File: src/rtl/seven_seg_pkg.sv
`default_nettype none
// +----------------------------------------------------------------------------+
// | Module   : seven_seg_pkg                                                   |
// | Brief    : Shared 7-segment code table and capture FSM state type.         |
// | Revision : 1.0                                                             |
// +----------------------------------------------------------------------------+
package seven_seg_pkg;

    // Segment bit order: bit0=a .. bit6=g; the encoder uses the same table.
    localparam logic [6:0] SEG_HEX [16] = '{
        7'h3F, 7'h06, 7'h5B, 7'h4F, 7'h66, 7'h6D, 7'h7D, 7'h07,
        7'h7F, 7'h6F, 7'h77, 7'h7C, 7'h39, 7'h5E, 7'h79, 7'h71
    };

    localparam logic [6:0] SEG_BLANK = 7'b0000000;
    localparam logic [6:0] SEG_DASH  = 7'b1000000;

    typedef enum logic [0:0] {
        SETTLE = 1'b0,
        HELD   = 1'b1
    } cap_state_t;

endpackage : seven_seg_pkg
`default_nettype wire

File: src/rtl/seven_seg_capture_if.sv
`default_nettype none
// +----------------------------------------------------------------------------+
// | Module   : seven_seg_capture_if                                            |
// | Brief    : Multiplexed 7-seg bus in, decoded per-digit mirror out.         |
// | Revision : 1.0                                                             |
// +----------------------------------------------------------------------------+
interface seven_seg_capture_if #(
    parameter int NUM_DIGITS = 4
);
    logic [6:0]              seg_in;
    logic [NUM_DIGITS-1:0]   dig_en;
    logic [4*NUM_DIGITS-1:0] digits_out;
    logic [NUM_DIGITS-1:0]   digit_valid;
    logic                    update;
    logic                    err;

    modport master (
        output seg_in, dig_en,
        input  digits_out, digit_valid, update, err
    );

    modport slave (
        input  seg_in, dig_en,
        output digits_out, digit_valid, update, err
    );
endinterface : seven_seg_capture_if
`default_nettype wire

File: src/rtl/seven_seg_decode.sv
`default_nettype none
// +----------------------------------------------------------------------------+
// | Module   : seven_seg_decode                                                |
// | Brief    : Inverse of SEG_HEX: pattern -> {hit, blank, nibble}.            |
// | Revision : 1.0                                                             |
// +----------------------------------------------------------------------------+
module seven_seg_decode
    import seven_seg_pkg::*;
(
    input  wire logic [6:0] i_seg,
    output logic            o_hit,
    output logic            o_blank,
    output logic [3:0]      o_nibble
);

    always_comb begin
        o_hit    = 1'b0;
        o_nibble = 4'h0;
        for (int i = 0; i < 16; i++) begin
            if (i_seg == SEG_HEX[i]) begin
                o_hit    = 1'b1;
                o_nibble = 4'(i);
            end
        end
    end

    // Dash is treated like blank: a legitimate "no value" display state.
    assign o_blank = (i_seg == SEG_BLANK) || (i_seg == SEG_DASH);

endmodule : seven_seg_decode
`default_nettype wire

File: src/rtl/seven_seg_capture.sv
`default_nettype none
// +----------------------------------------------------------------------------+
// | Module   : seven_seg_capture                                               |
// | Brief    : Samples a multiplexed 7-seg bus, filters, decodes per digit.    |
// | Revision : 1.0                                                             |
// +----------------------------------------------------------------------------+
module seven_seg_capture
    import seven_seg_pkg::*;
#(
    parameter int NUM_DIGITS     = 4,
    parameter int STABLE_CYCLES  = 8,
    parameter bit SEG_ACTIVE_LOW = 1'b0
) (
    input  wire logic          clk,
    input  wire logic          rst,
    seven_seg_capture_if.slave bus
);

    localparam int SW = 7 + NUM_DIGITS;
    localparam int CW = $clog2(STABLE_CYCLES);
    localparam int IW = (NUM_DIGITS > 1) ? $clog2(NUM_DIGITS) : 1;
    localparam logic [CW-1:0] c_cnt_max   = {CW{1'b1}};
    localparam logic [CW-1:0] c_commit_at = CW'(STABLE_CYCLES - 2);

    logic [6:0]              r_seg_s1, r_seg_s2;
    logic [NUM_DIGITS-1:0]   r_dig_s1, r_dig_s2;
    logic [SW-1:0]           r_prev_sample;
    logic [CW-1:0]           r_cnt;
    cap_state_t              r_state;
    logic [4*NUM_DIGITS-1:0] r_digits;
    logic [NUM_DIGITS-1:0]   r_valid;
    logic                    r_update;
    logic                    r_err;

    logic [6:0]              w_seg;
    logic [SW-1:0]           w_sample;
    logic                    w_same;
    logic                    w_hit;
    logic                    w_blank;
    logic [3:0]              w_nibble;
    logic                    w_onehot;
    logic [IW-1:0]           w_idx;
    logic [3:0]              w_cur_nibble;

    always_ff @(posedge clk or posedge rst) begin
        if (rst) begin
            r_seg_s1 <= '0;
            r_seg_s2 <= '0;
            r_dig_s1 <= '0;
            r_dig_s2 <= '0;
        end else begin
            r_seg_s1 <= bus.seg_in;
            r_seg_s2 <= r_seg_s1;
            r_dig_s1 <= bus.dig_en;
            r_dig_s2 <= r_dig_s1;
        end
    end

    generate
        if (SEG_ACTIVE_LOW) begin : g_seg_inv
            assign w_seg = ~r_seg_s2;
        end else begin : g_seg_pass
            assign w_seg = r_seg_s2;
        end
    endgenerate

    assign w_sample = {r_dig_s2, w_seg};
    assign w_same   = (w_sample == r_prev_sample);

    seven_seg_decode u_decode (
        .i_seg    (w_seg),
        .o_hit    (w_hit),
        .o_blank  (w_blank),
        .o_nibble (w_nibble)
    );

    // Exactly one enable set means a single lit digit; anything else is a gap or ghost.
    always_comb begin
        int n_set;
        n_set = 0;
        w_idx = '0;
        for (int i = 0; i < NUM_DIGITS; i++) begin
            if (r_dig_s2[i]) begin
                n_set = n_set + 1;
                w_idx = IW'(i);
            end
        end
        w_onehot = (n_set == 1);
    end

    assign w_cur_nibble = r_digits[4*w_idx +: 4];

    always_ff @(posedge clk or posedge rst) begin
        if (rst) begin
            r_prev_sample <= '0;
            r_cnt         <= '0;
            r_state       <= SETTLE;
            r_digits      <= '0;
            r_valid       <= '0;
            r_update      <= 1'b0;
            r_err         <= 1'b0;
        end else begin
            r_prev_sample <= w_sample;
            r_update      <= 1'b0;
            r_err         <= 1'b0;
            if (!w_same) begin
                r_cnt   <= '0;
                r_state <= SETTLE;
            end else begin
                if (r_cnt != c_cnt_max) begin
                    r_cnt <= r_cnt + 1'b1;
                end
                if (r_state == SETTLE && r_cnt == c_commit_at) begin
                    r_state <= HELD;
                    if (w_onehot) begin
                        if (w_hit) begin
                            r_digits[4*w_idx +: 4] <= w_nibble;
                            r_valid[w_idx]         <= 1'b1;
                            if (!r_valid[w_idx] || w_cur_nibble != w_nibble) begin
                                r_update <= 1'b1;
                            end
                        end else begin
                            r_valid[w_idx] <= 1'b0;
                            r_update       <= r_valid[w_idx];
                            r_err          <= !w_blank;
                        end
                    end
                end
            end
        end
    end

    assign bus.digits_out  = r_digits;
    assign bus.digit_valid = r_valid;
    assign bus.update      = r_update;
    assign bus.err         = r_err;

endmodule : seven_seg_capture
`default_nettype wire

File: src/flat_wrapper.sv
// flat-port wrapper written by rule: the top's interface ports become plain ports
module seven_seg_capture_flat import seven_seg_pkg::*;
#(
    parameter int NUM_DIGITS     = 4,
    parameter int STABLE_CYCLES  = 8,
    parameter bit SEG_ACTIVE_LOW = 1'b0
)
  (clk, rst, bus_seg_in, bus_dig_en, bus_digits_out, bus_digit_valid, bus_update, bus_err);
  seven_seg_capture_if #(.NUM_DIGITS(NUM_DIGITS)) bus_i ();
  input  wire logic clk;
  input  wire logic rst;
  input wire logic [$bits(bus_i.seg_in)-1:0] bus_seg_in;
  input wire logic [$bits(bus_i.dig_en)-1:0] bus_dig_en;
  output wire logic [$bits(bus_i.digits_out)-1:0] bus_digits_out;
  output wire logic [$bits(bus_i.digit_valid)-1:0] bus_digit_valid;
  output wire logic [$bits(bus_i.update)-1:0] bus_update;
  output wire logic [$bits(bus_i.err)-1:0] bus_err;
  assign bus_i.seg_in = bus_seg_in;
  assign bus_i.dig_en = bus_dig_en;
  assign bus_digits_out = bus_i.digits_out;
  assign bus_digit_valid = bus_i.digit_valid;
  assign bus_update = bus_i.update;
  assign bus_err = bus_i.err;
  seven_seg_capture #(.NUM_DIGITS(NUM_DIGITS), .STABLE_CYCLES(STABLE_CYCLES), .SEG_ACTIVE_LOW(SEG_ACTIVE_LOW)) u_core (.clk(clk), .rst(rst), .bus(bus_i));
endmodule
File: config.mk
export PLATFORM = sky130hd
export DESIGN_NAME = seven_seg_capture_flat
export DESIGN_NICKNAME = d
export VERILOG_FILES = /design/src/rtl/seven_seg_pkg.sv /design/src/rtl/seven_seg_capture_if.sv /design/src/rtl/seven_seg_decode.sv /design/src/rtl/seven_seg_capture.sv /design/src/flat_wrapper.sv
export SDC_FILE = /design/constraint.sdc
export NUM_CORES = 1
export LEC_CHECK = 0
export ABC_AREA = 1
export CELL_PAD_IN_SITES_DETAIL_PLACEMENT = 1
export CELL_PAD_IN_SITES_GLOBAL_PLACEMENT = 1
export CORE_UTILIZATION = 45
export CTS_CLUSTER_SIZE = 10
export DETAILED_ROUTE_END_ITERATION = 10
export PLACE_DENSITY = 0.95
export SLEW_MARGIN = 20
export SYNTH_ARGS = -nofsm -noshare
export SYNTH_HDL_FRONTEND = slang
export SYNTH_SLANG_ARGS = --single-unit
File: constraint.sdc
create_clock -name clk -period 6.9 [get_ports clk]
set_clock_uncertainty 0.15 [all_clocks]
set_input_delay 1.035 -clock clk [delete_from_list [all_inputs] [get_ports clk]]
set_output_delay 1.035 -clock clk [all_outputs]
set_load 0.02 [all_outputs]
==> flow_summary.json, run 1 <==
{
  "synth_top_family_by_area": "simple AND/OR/NAND/NOR gates",
  "antenna-diode-count": 0,
  "timing.fmax_ghz": 0.3418,
  "areaGrowthSynthToFinish_pct": 22.49,
  "min_period_ns": 2.925,
  "cts_tree": "yes",
  "finalSetupViolations": 0,
  "gr-usage-all-layers_pct": 26.44,
  "power_density_mw_per_mm2": 229.1,
  "startpoint_type": "flop",
  "synth_cell_types": 30,
  "critPathRequiredTime_ns": 6.98,
  "rsz0062_at_grt": "false",
  "fill_cells": 699,
  "setup_tns_ns": 0,
  "cts_hold_buf": 0,
  "synth_seq_area_share_pct": 53.18,
  "coreArea_sq_mm": 0.005921,
  "post_cts_buffers": 0,
  "synth-simple-area-share_pct": 26.99,
  "drcViolationCount": 0,
  "die_area_sq_mm": 0.006488,
  "synth_mux_area_share_pct": 0.3605,
  "slew_viol_final": 0,
  "netlist_area_sq_mm": 0.002776,
  "ff2ff_path_depth": 15,
  "syn_area_per_cell_sq_um": 8.814,
  "synth_flop_cell": "dfrtp_1",
  "cp-end-kind": "flop",
  "synth-xor-area-share_pct": 4.101,
  "worstSetupPathType": "reg -> reg",
  "antenna_found_initial": 0,
  "wl_um": 7558,
  "synth_edf_count": 0,
  "worst-slew-pin-transition_ns": 0.7205,
  "drt-initial-drc-count": 147,
  "clkLatencyLatePin_ns": 0.35,
  "cts-root-buf": "clkbuf_8",
  "routedWlPerCell_um": 17.37,
  "rows": 28,
  "grt_pass1_vias": 2420,
  "maxCapViolations": 0,
  "path_clk_slew_ns": 0.08,
  "status": "completed",
  "initial_core_util_pct": 46.89,
  "yosys_warnings": 0,
  "fin_hold_ws_ns": 0.2013,
  "synth-adder-area-share_pct": 2.704,
  "clock-sinks": 59,
  "min_path_type": "reg -> reg",
  "hold-path-cell-count": 0,
  "r2r_start": "u_core.r_dig_s2[1]",
  "hold_viol": 0,
  "timing.reg2reg.setup_slack_ns": 3.97,
  "fin_crit_sh_pct": 42.40,
  "die-width_um": 80.55,
  "gp_congestion": 0.8343,
  "ys_seq_elements": 59,
  "grt_max_degree": 60,
  "syn_nets": 334,
  "via_count": 2280,
  "numCtsBuffers": 9,
  "ios": 35,
  "htree_levels": 3,
  "first_pass_iters": 4,
  "netlist_instances": 315,
  "critPathMaxFanout": 9,
  "dp_hpwl_um": 5011,
  "r2r-end": "u_core.bus.digits_out[9]",
  "max-vdd-ir-drop_mv": 0.1257,
  "cts_buffer_depth": 2,
  "overflow": 0,
  "ant_nets": 0,
  "synth-compound-area-share_pct": 5.588,
  "grt_pass1_wl_um": 12210,
  "min_to": "u_core.r_seg_s2[2]",
  "synthArstFlopShare_pct": 100.0,
  "slew_headroom_pct": 51.97,
  "die_h_um": 80.55,
  "post_cts_resized": 0,
  "final_nets": 374,
  "viasPerCell": 5.241,
  "min-delay-start": "u_core.r_seg_s1[2]",
  "leakage_uw": 0.001632,
  "layout-drive-gt1-share_pct": 12.78,
  "worstPathArrival_ns": 3.01,
  "port_buffers": 34
}
placed cells by master, fill, tap and decap left out, types with 3 or more instances in the layout:
| master | instances |
|---|---|
| nor2_2 | 5 |
| inv_1 | 30 |
| nand3_4 | 3 |
| ha_1 | 6 |
| o21ai_1 | 21 |
| nand3_1 | 13 |
| xnor2_1 | 5 |
| clkdlybuf4s50_1 | 34 |
| nand2_1 | 80 |
| nor3_1 | 5 |
| dfrtp_1 | 59 |
| nor2_1 | 39 |
| xor2_1 | 8 |
| inv_2 | 11 |
| nand4_1 | 3 |
| nand2_2 | 4 |
| clkbuf_8 | 9 |
per-stage QoR:
stage / std cells / area [sq um] / utilization (%) / setup WS, ns / power, uW
floorplan: 315 / 2776 / - / 4.259 / 407.2
global placement: 419 / 3176 / 53.63 / 4.289 / 421.4
detailed placement: 419 / 3176 / 53.63 / 4.106 / 425.2
CTS: 435 / 3401 / 57.44 / 3.961 / 786.6
global route: 435 / 3401 / 57.44 / 3.784 / 808.2
finish: 435 / 3401 / 57.44 / 3.975 / 779.1
cells in the mapped netlist (2+ instances only):
| cell type | instances | area share, % |
|---|---|---|
| a211oi_1 | 2 | 0.54 |
| a21oi_1 | 2 | 0.36 |
| buf_2 | 3 | 0.54 |
| buf_6 | 2 | 0.81 |
| dfrtp_1 | 59 | 53 |
| ha_1 | 6 | 2.7 |
| inv_1 | 31 | 4.2 |
| inv_2 | 10 | 1.4 |
| nand2_1 | 80 | 11 |
| nand2_2 | 4 | 0.90 |
| nand3_1 | 13 | 2.3 |
| nand3_4 | 3 | 1.9 |
| nand4_1 | 3 | 0.68 |
| nor2_1 | 39 | 5.3 |
| nor2_2 | 5 | 1.1 |
| nor3_1 | 5 | 0.90 |
| nor3_2 | 2 | 0.72 |
| o211ai_1 | 2 | 0.54 |
| o21ai_0 | 2 | 0.36 |
| o21ai_1 | 21 | 3.8 |
| xnor2_1 | 5 | 1.6 |
| xor2_1 | 8 | 2.5 |
flip-flops by register name (all words and copies together), names as in the netlist, named ones only:
register / cells
u_core.bus.digits_out: 16
u_core.bus.err: 1
u_core.bus.update: 1
u_core.r_cnt: 3
u_core.r_dig_s1: 4
u_core.r_dig_s2: 4
u_core.r_prev_sample: 11
u_core.r_seg_s1: 7
u_core.r_seg_s2: 7
u_core.r_state: 1
power breakdown:
group	switching, uW	internal, uW
Combinational	35.0	19.6
Clock	153	205
Sequential	11.0	355
layout make-up:
type	count	area, sq um	area share, %
Clock buffer	9	123.9	3.642
Clock inverter	7	101.3	2.980
Inverter	41	153.9	4.525
Multi-Input combinational cell	209	1104	32.45
Sequential cell	59	1476	43.41
Tap cell	75	93.84	2.759
Timing Repair Buffer	35	347.8	10.23
worst max-delay path, cell delays in order, from the launching register on:
cell,delay (ns)
dfrtp_1,0.48
inv_1,0.09
ha_1,0.32
or2_1,0.25
nand2_1,0.10
inv_2,0.06
ha_1,0.20
nand2_2,0.07
xnor2_1,0.13
nand4_1,0.17
nor2_4,0.16
nand2_4,0.11
nor2_8,0.15
nand3_4,0.16
nand2_1,0.13
o21ai_1,0.08
layer usage:
metal / vias to the layer above / global-route usage (%) / routed length (um) / part of all wire (%)
li1: 1061 / - / - / -
met1: 1136 / 31.37 / 3140 / 42
met2: 60 / 43.98 / 3881 / 51
met3: 23 / 6.477 / 307 / 4.1
met4: 0 / 13.93 / 229 / 3.0
met5: - / 0 / 0 / 0
how the worst max path moves through the flow:
stage	start	endpoint	slack, ns	depth (start not counted)
6_report	u_core.r_dig_s2[1]	u_core.bus.digits_out[9]	3.97	15
5_1_grt	u_core.r_dig_s2[1]	u_core.bus.digits_out[9]	3.78	15
4_1_cts	u_core.r_dig_s2[1]	u_core.bus.digits_out[8]	3.96	15
3_5_place_dp	u_core.r_dig_s2[1]	u_core.bus.digits_out[8]	4.11	15
3_3_place_gp	u_core.r_dig_s2[1]	u_core.bus.digits_out[11]	4.29	15
2_1_floorplan	rst	asynchronous set/reset pin	4.26	1
cells by family (layout without fill, tap and decap cells):
group / count (synthesis) / count (layout)
flops: 59 / 59
mux: 1 / 1
fa+ha+maj: 6 / 6
buf+inv: 47 / 92
simple gates: 160 / 160
compound gates: 29 / 29
xor+xnor: 13 / 13
Note: power is estimated with default switching activity, not from simulation.
==> inputs of run 2 (changes only) <==
--- a/config.mk
+++ b/config.mk
@@ -8,10 +8,10 @@
 export ABC_AREA = 1
 export CELL_PAD_IN_SITES_DETAIL_PLACEMENT = 1
 export CELL_PAD_IN_SITES_GLOBAL_PLACEMENT = 1
-export CORE_UTILIZATION = 45
+export CORE_UTILIZATION = 38
 export CTS_CLUSTER_SIZE = 10
 export DETAILED_ROUTE_END_ITERATION = 10
-export PLACE_DENSITY = 0.95
+export PLACE_DENSITY = 0.88
 export SLEW_MARGIN = 20
 export SYNTH_ARGS = -nofsm -noshare
 export SYNTH_HDL_FRONTEND = slang
==> constraint.sdc (replaced) <==
create_clock -name clk -period 2.48 [get_ports clk]
set_clock_uncertainty 0.15 [all_clocks]
set_input_delay 0.372 -clock clk [delete_from_list [all_inputs] [get_ports clk]]
set_output_delay 0.372 -clock clk [all_outputs]
set_load 0.02 [all_outputs]
==> run 2 against run 1 <==
Cell count grew 8.0%. Clock-buffer cell count up 3. Sequential power grew to 2.8 times the previous value. First-iteration DRC count fell by 38%. Critical path type unchanged. Highest routed layer unchanged. The flow now finishes with violations (negative setup slack). Largest cell class unchanged.
==> flow_summary.json, run 2 (same netlist as run 1, synthesis figures left out) <==
{
  "critPathMaxFanout": 5,
  "power_density_mw_per_mm2": 621.2,
  "clkPwrFrac_pct": 47.6,
  "cts_tree": "yes",
  "ant_nets": 0,
  "maxCapViolations": 0,
  "min_period_ns": 2.572,
  "layout-drive-gt1-share_pct": 21.39,
  "r2r_start": "u_core.r_dig_s2[1]",
  "setup_ws_ns": -0.09203,
  "slew_viol_final": 0,
  "gr-usage-all-layers_pct": 21.28,
  "finalSetupViolations": 14,
  "first_pass_iters": 4,
  "clkLatencyLatePin_ns": 0.35,
  "min-delay-start": "u_core.r_dig_s1[2]",
  "min_path_type": "reg -> reg",
  "crit_buf_inv": 4,
  "grt_pass1_vias": 2370,
  "total_power_uw": 2296,
  "seqPwrFrac_pct": 44.2,
  "grt_max_degree": 60,
  "drcViolationCount": 0,
  "viasPerCell": 4.962,
  "antenna-diode-count": 0,
  "intPower_uw": 1759,
  "initial_core_util_pct": 40.20,
  "critPathRequiredTime_ns": 2.56,
  "htree_levels": 3,
  "startpoint": "u_core.r_dig_s2[1]",
  "hold_viol": 0,
  "worst-slew-pin-transition_ns": 0.6799,
  "coreArea_sq_mm": 0.006907,
  "antenna_found_initial": 0,
  "cp-end-kind": "flop",
  "path_clk_slew_ns": 0.08,
  "via_count": 2332,
  "cts_buffer_depth": 2,
  "port_buffers": 34,
  "final_cells": 470,
  "wl_um": 7497,
  "gp_congestion": 0.8320,
  "routedWlPerCell_um": 15.95,
  "drt-initial-drc-count": 91,
  "largest_register_ffs": 16,
  "fill_cells": 811,
  "leakage_uw": 0.001738,
  "clock-sinks": 59,
  "slew_headroom_pct": 54.25,
  "rows": 30,
  "cp_top_family": "simple AND/OR/NAND/NOR gates",
  "power.switching_uw": 537.2,
  "areaGrowthSynthToFinish_pct": 33.12,
  "startpoint_type": "flop",
  "final_nets": 388,
  "p_comb_share_pct": 8.2,
  "max_stage_delay_ns": 0.40,
  "max-vdd-ir-drop_mv": 0.3549,
  "overflow": 0,
  "crit_chain": "inv_2 -> ha_4 -> or2_1 -> nand2_1 -> inv_2 -> ha_4 -> nand2_4 -> xnor2_2 -> nand4_1 -> nor2_4 -> nand2_4 -> buf_4 -> buf_6 -> o21ai_2 -> nand2_1",
  "die-width_um": 87.48,
  "final_common_cell": "nand2_1",
  "die_h_um": 87.48,
  "numCtsBuffers": 9,
  "status": "finished, violations left",
  "rsz0062_at_grt": "true",
  "grt_pass1_wl_um": 11910,
  "violations": "negative setup slack",
  "dp_cells": 445,
  "timing.fmax_ghz": 0.3888,
  "worstPathArrival_ns": 2.65,
  "worstSetupPathType": "reg -> reg",
  "dp_hpwl_um": 4751,
  "die_area_sq_mm": 0.007652,
  "cts_hold_buf": 0,
  "cts-root-buf": "clkbuf_8",
  "ios": 35,
  "fin_crit_sh_pct": 103.7,
  "mostFrequentLayoutCells": "73 x nand2_1, 59 x dfrtp_1, 38 x nor2_1, 34 x clkdlybuf4s50_1, 28 x inv_1",
  "sw_frac_of_total_pct": 23.39,
  "critPathSlowestCell": "dfrtp_1"
}
==> run 2: what timing repair did <==
item / CTS / global route
cloned: 2 / 1
resized for setup: 5 / 26
setup endpoints to repair: 20 / 22
hold endpoints to repair: 0 / 0
setup buffers: 3 / 3
pin swaps: 13 / 12
==> run 2: layout make-up <==
class / count / area, sq um / share of cell area (%)
inverter: 41 / 153.9 / 4.164
multi-input combinational: 212 / 1252 / 33.89
timing repair buffer: 46 / 450.4 / 12.19
clock buffer: 12 / 145.1 / 3.927
tap: 96 / 120.1 / 3.250
sequential: 59 / 1476 / 39.95
clock inverter: 4 / 97.59 / 2.640
==> run 2: worst paths after layout <==
kind	slack, ns	to	cells after the start
setup / recovery	-0.09	flop	15
hold / removal	0.20	u_core.r_dig_s2[2]	0
setup reg to reg	-0.09	flop	15
hold reg to reg	0.20	u_core.r_dig_s2[2]	0
max in group asynchronous	1.66	asynchronous set/reset pin	3
min in group asynchronous	0.24	u_core.r_seg_s1[2]	3
==> run 2: metrics by stage <==
step | util [%] | setup TNS (ns) | hold WS (ns) | cell area (sq um) | setup WS, ns
2_1_floorplan | - | 0 | 0.1812 | 2776 | 0.04404
3_3_place_gp | 47.08 | 0 | 0.1847 | 3252 | 0.01906
3_5_place_dp | 47.08 | -1.560 | 0.1863 | 3252 | -0.1119
4_1_cts | 51.58 | -0.5331 | 0.1840 | 3562 | -0.06845
5_1_grt | 53.51 | -2.782 | 0.2030 | 3696 | -0.2001
6_report | 53.51 | -0.6965 | 0.1956 | 3696 | -0.09203
==> run 2: routing by layer <==
layer | GRT usage, % | vias to the layer above | wire length, um
met5 | 0 | - | 0
met4 | 9.538 | 0 | 157
met3 | 5.024 | 16 | 277
met2 | 36.43 | 57 | 3988
met1 | 25.35 | 1158 | 3074
li1 | - | 1101 | -
==> run 2: power by group through the flow <==
stage | Combinational (uW) | Sequential [uW] | Clock, uW
after global routing | 208 | 1020 | 1140
after detailed placement | 160 | 1030 | 0
after global placement | 153 | 1030 | 0
final | 188 | 1010 | 1090
after CTS | 173 | 1010 | 1100
after floorplan | 112 | 1020 | 0
==> inputs of run 3 (changes only) <==
--- a/config.mk
+++ b/config.mk
@@ -12,6 +12,7 @@
 export CTS_CLUSTER_SIZE = 10
 export DETAILED_ROUTE_END_ITERATION = 10
 export PLACE_DENSITY = 0.88
+export REMOVE_ABC_BUFFERS = 1
 export SLEW_MARGIN = 20
 export SYNTH_ARGS = -nofsm -noshare
 export SYNTH_HDL_FRONTEND = slang
==> run 3 against run 2 <==
The flow still finishes with violations (negative setup slack). Fmax is 0.48% lower. Via count is 2.3% higher. Worst hold slack worse by 0.0051 ns. Register-to-register slack about the same. Final area fell by 1.4%. Sequential power is essentially flat. Sequential share of layout area grew 0.56 points. Sequential cell count is the same. Global-route usage up 1.7 points. Die area unchanged. Largest cell class unchanged.
==> flow_summary.json, run 3 (same netlist as run 1, synthesis figures left out) <==
{
  "htree_levels": 3,
  "cts_buffer_depth": 2,
  "startpoint_type": "flop",
  "cp_top_family": "simple AND/OR/NAND/NOR gates",
  "seqPwrFrac_pct": 46.1,
  "clkPwrFrac_pct": 45.1,
  "power.switching_uw": 565.6,
  "coreArea_sq_mm": 0.006907,
  "die_area_sq_mm": 0.007652,
  "fin_crit_sh_pct": 104.2,
  "gp_congestion": 0.9076,
  "sw_frac_of_total_pct": 25.68,
  "crit_chain": "inv_2 -> ha_4 -> or2_1 -> nand2_2 -> inv_2 -> ha_4 -> nand2_4 -> xnor2_2 -> nand4_1 -> nor2_4 -> nand2_4 -> nor2_8 -> nand3_4 -> nand2_2 -> o21ai_1",
  "grt.busiest_layer": "met2",
  "grt_pass1_wl_um": 12820,
  "setup_ws_ns": -0.1043,
  "fill_cells": 828,
  "gr-usage-all-layers_pct": 22.99,
  "crit_buf_inv": 2,
  "fin_hold_ws_ns": 0.1905,
  "max_stage_delay_ns": 0.41,
  "max-vdd-ir-drop_mv": 0.5040,
  "routedWlPerCell_um": 16.91,
  "via_count": 2386,
  "maxCapViolations": 0,
  "antenna-diode-count": 0,
  "min_period_ns": 2.584,
  "power_density_mw_per_mm2": 604.1,
  "total_power_uw": 2202,
  "largest_register_ffs": 16,
  "path_clk_slew_ns": 0.08,
  "viasPerCell": 5.055,
  "die_h_um": 87.48,
  "gr-usage-met2_pct": 38.00,
  "worstPathArrival_ns": 2.66,
  "slew_headroom_pct": 56.25,
  "worst-slew-pin-transition_ns": 0.6553,
  "final_common_cell": "nand2_1",
  "grt_pass1_vias": 2498,
  "layout-drive-gt1-share_pct": 20.21,
  "status": "finished, violations left",
  "cts_hold_buf": 0,
  "min_path_type": "reg -> reg",
  "wl_um": 7981,
  "drcViolationCount": 0,
  "finalSetupViolations": 20,
  "ios": 35,
  "first_pass_iters": 4,
  "ant_nets": 0,
  "cp-end-kind": "flop",
  "violations": "negative setup slack",
  "initial_core_util_pct": 40.20,
  "cts_tree": "yes",
  "met3_usage_pct": 6.445,
  "clock-sinks": 59,
  "p_comb_share_pct": 8.8,
  "critPathMaxFanout": 6,
  "mostFrequentLayoutCells": "74 x nand2_1, 59 x dfrtp_1, 38 x nor2_1, 34 x clkdlybuf4s50_1, 28 x inv_1",
  "slew_viol_final": 0,
  "worstSetupPathType": "reg -> reg",
  "critPathRequiredTime_ns": 2.56,
  "numCtsBuffers": 9,
  "rows": 30,
  "final_nets": 390,
  "timing.fmax_ghz": 0.3869,
  "drt-initial-drc-count": 95,
  "leakage_uw": 0.001728,
  "dp_hpwl_um": 5284,
  "overflow": 0,
  "hold_viol": 0,
  "areaGrowthSynthToFinish_pct": 31.28,
  "antenna_found_initial": 0,
  "cts-root-buf": "clkbuf_8",
  "rsz0062_at_grt": "true",
  "port_buffers": 34,
  "die-width_um": 87.48,
  "critPathSlowestCell": "dfrtp_1",
  "grt_max_degree": 31,
  "clkLatencyLatePin_ns": 0.34,
  "use_met1_pct": 28.42,
  "intPower_uw": 1636
}
-- run 3: power groups by stage --
stage                     clock [uW]  sequential, uW  combinational, uW
after detailed placement           0            1030                166
after floorplan                    0            1030               97.1
after global routing            1050            1020                215
after CTS                       1000            1010                185
after global placement             0            1030                158
final                            994            1010                194
-- run 3: what timing repair did --
item,4_1_cts,5_1_grt
setup buffers,3,2
endpoints found under the setup margin,19,20
cloned,2,1
gates resized for setup,9,11
pin swaps,13,11
-- run 3: path summary, 6_finish.rpt --
kind	from	end	slack (ns)	cells after the start
max	u_core.r_dig_s2[1]	u_core.bus.digits_out[7]	-0.10	15
min	u_core.r_seg_s1[1]	u_core.r_seg_s2[1]	0.19	0
max reg2reg	u_core.r_dig_s2[1]	u_core.bus.digits_out[7]	-0.10	15
min reg2reg	u_core.r_seg_s1[1]	u_core.r_seg_s2[1]	0.19	0
max in group asynchronous	rst	u_core.r_dig_s2[2]	1.27	3
min in group asynchronous	rst	u_core.r_dig_s1[3]	0.29	2
-- run 3: layer usage --
metal | wire, um | vias up
met1 | 3386 | 1199
met5 | 0 | -
met2 | 4020 | 66
met3 | 396 | 19
met4 | 177 | 0
li1 | - | 1102
-- run 3: layout make-up --
cell class	count	area, sq um	share of cell area, %
flip-flops and latches	59	1476	40.51
multi-input cells	212	1207	33.13
repair buffers	48	461.7	12.67
inverters	41	156.4	4.291
clock buffers	9	123.9	3.399
well taps	96	120.1	3.296
clock inverters	7	98.84	2.712
-- run 3: stage by stage --
stage	instances	cell area [sq um]	worst slack (ns)	setup TNS [ns]	utilization (%)
2_1_floorplan	309	2734	0.02483	0	-
3_3_place_gp	448	3274	0.001509	0	47.41
3_5_place_dp	448	3274	-0.1437	-1.678	47.41
4_1_cts	469	3580	-0.05611	-0.2427	51.83
5_1_grt	472	3645	-0.1787	-3.083	52.77
6_report	472	3645	-0.1043	-1.425	52.77
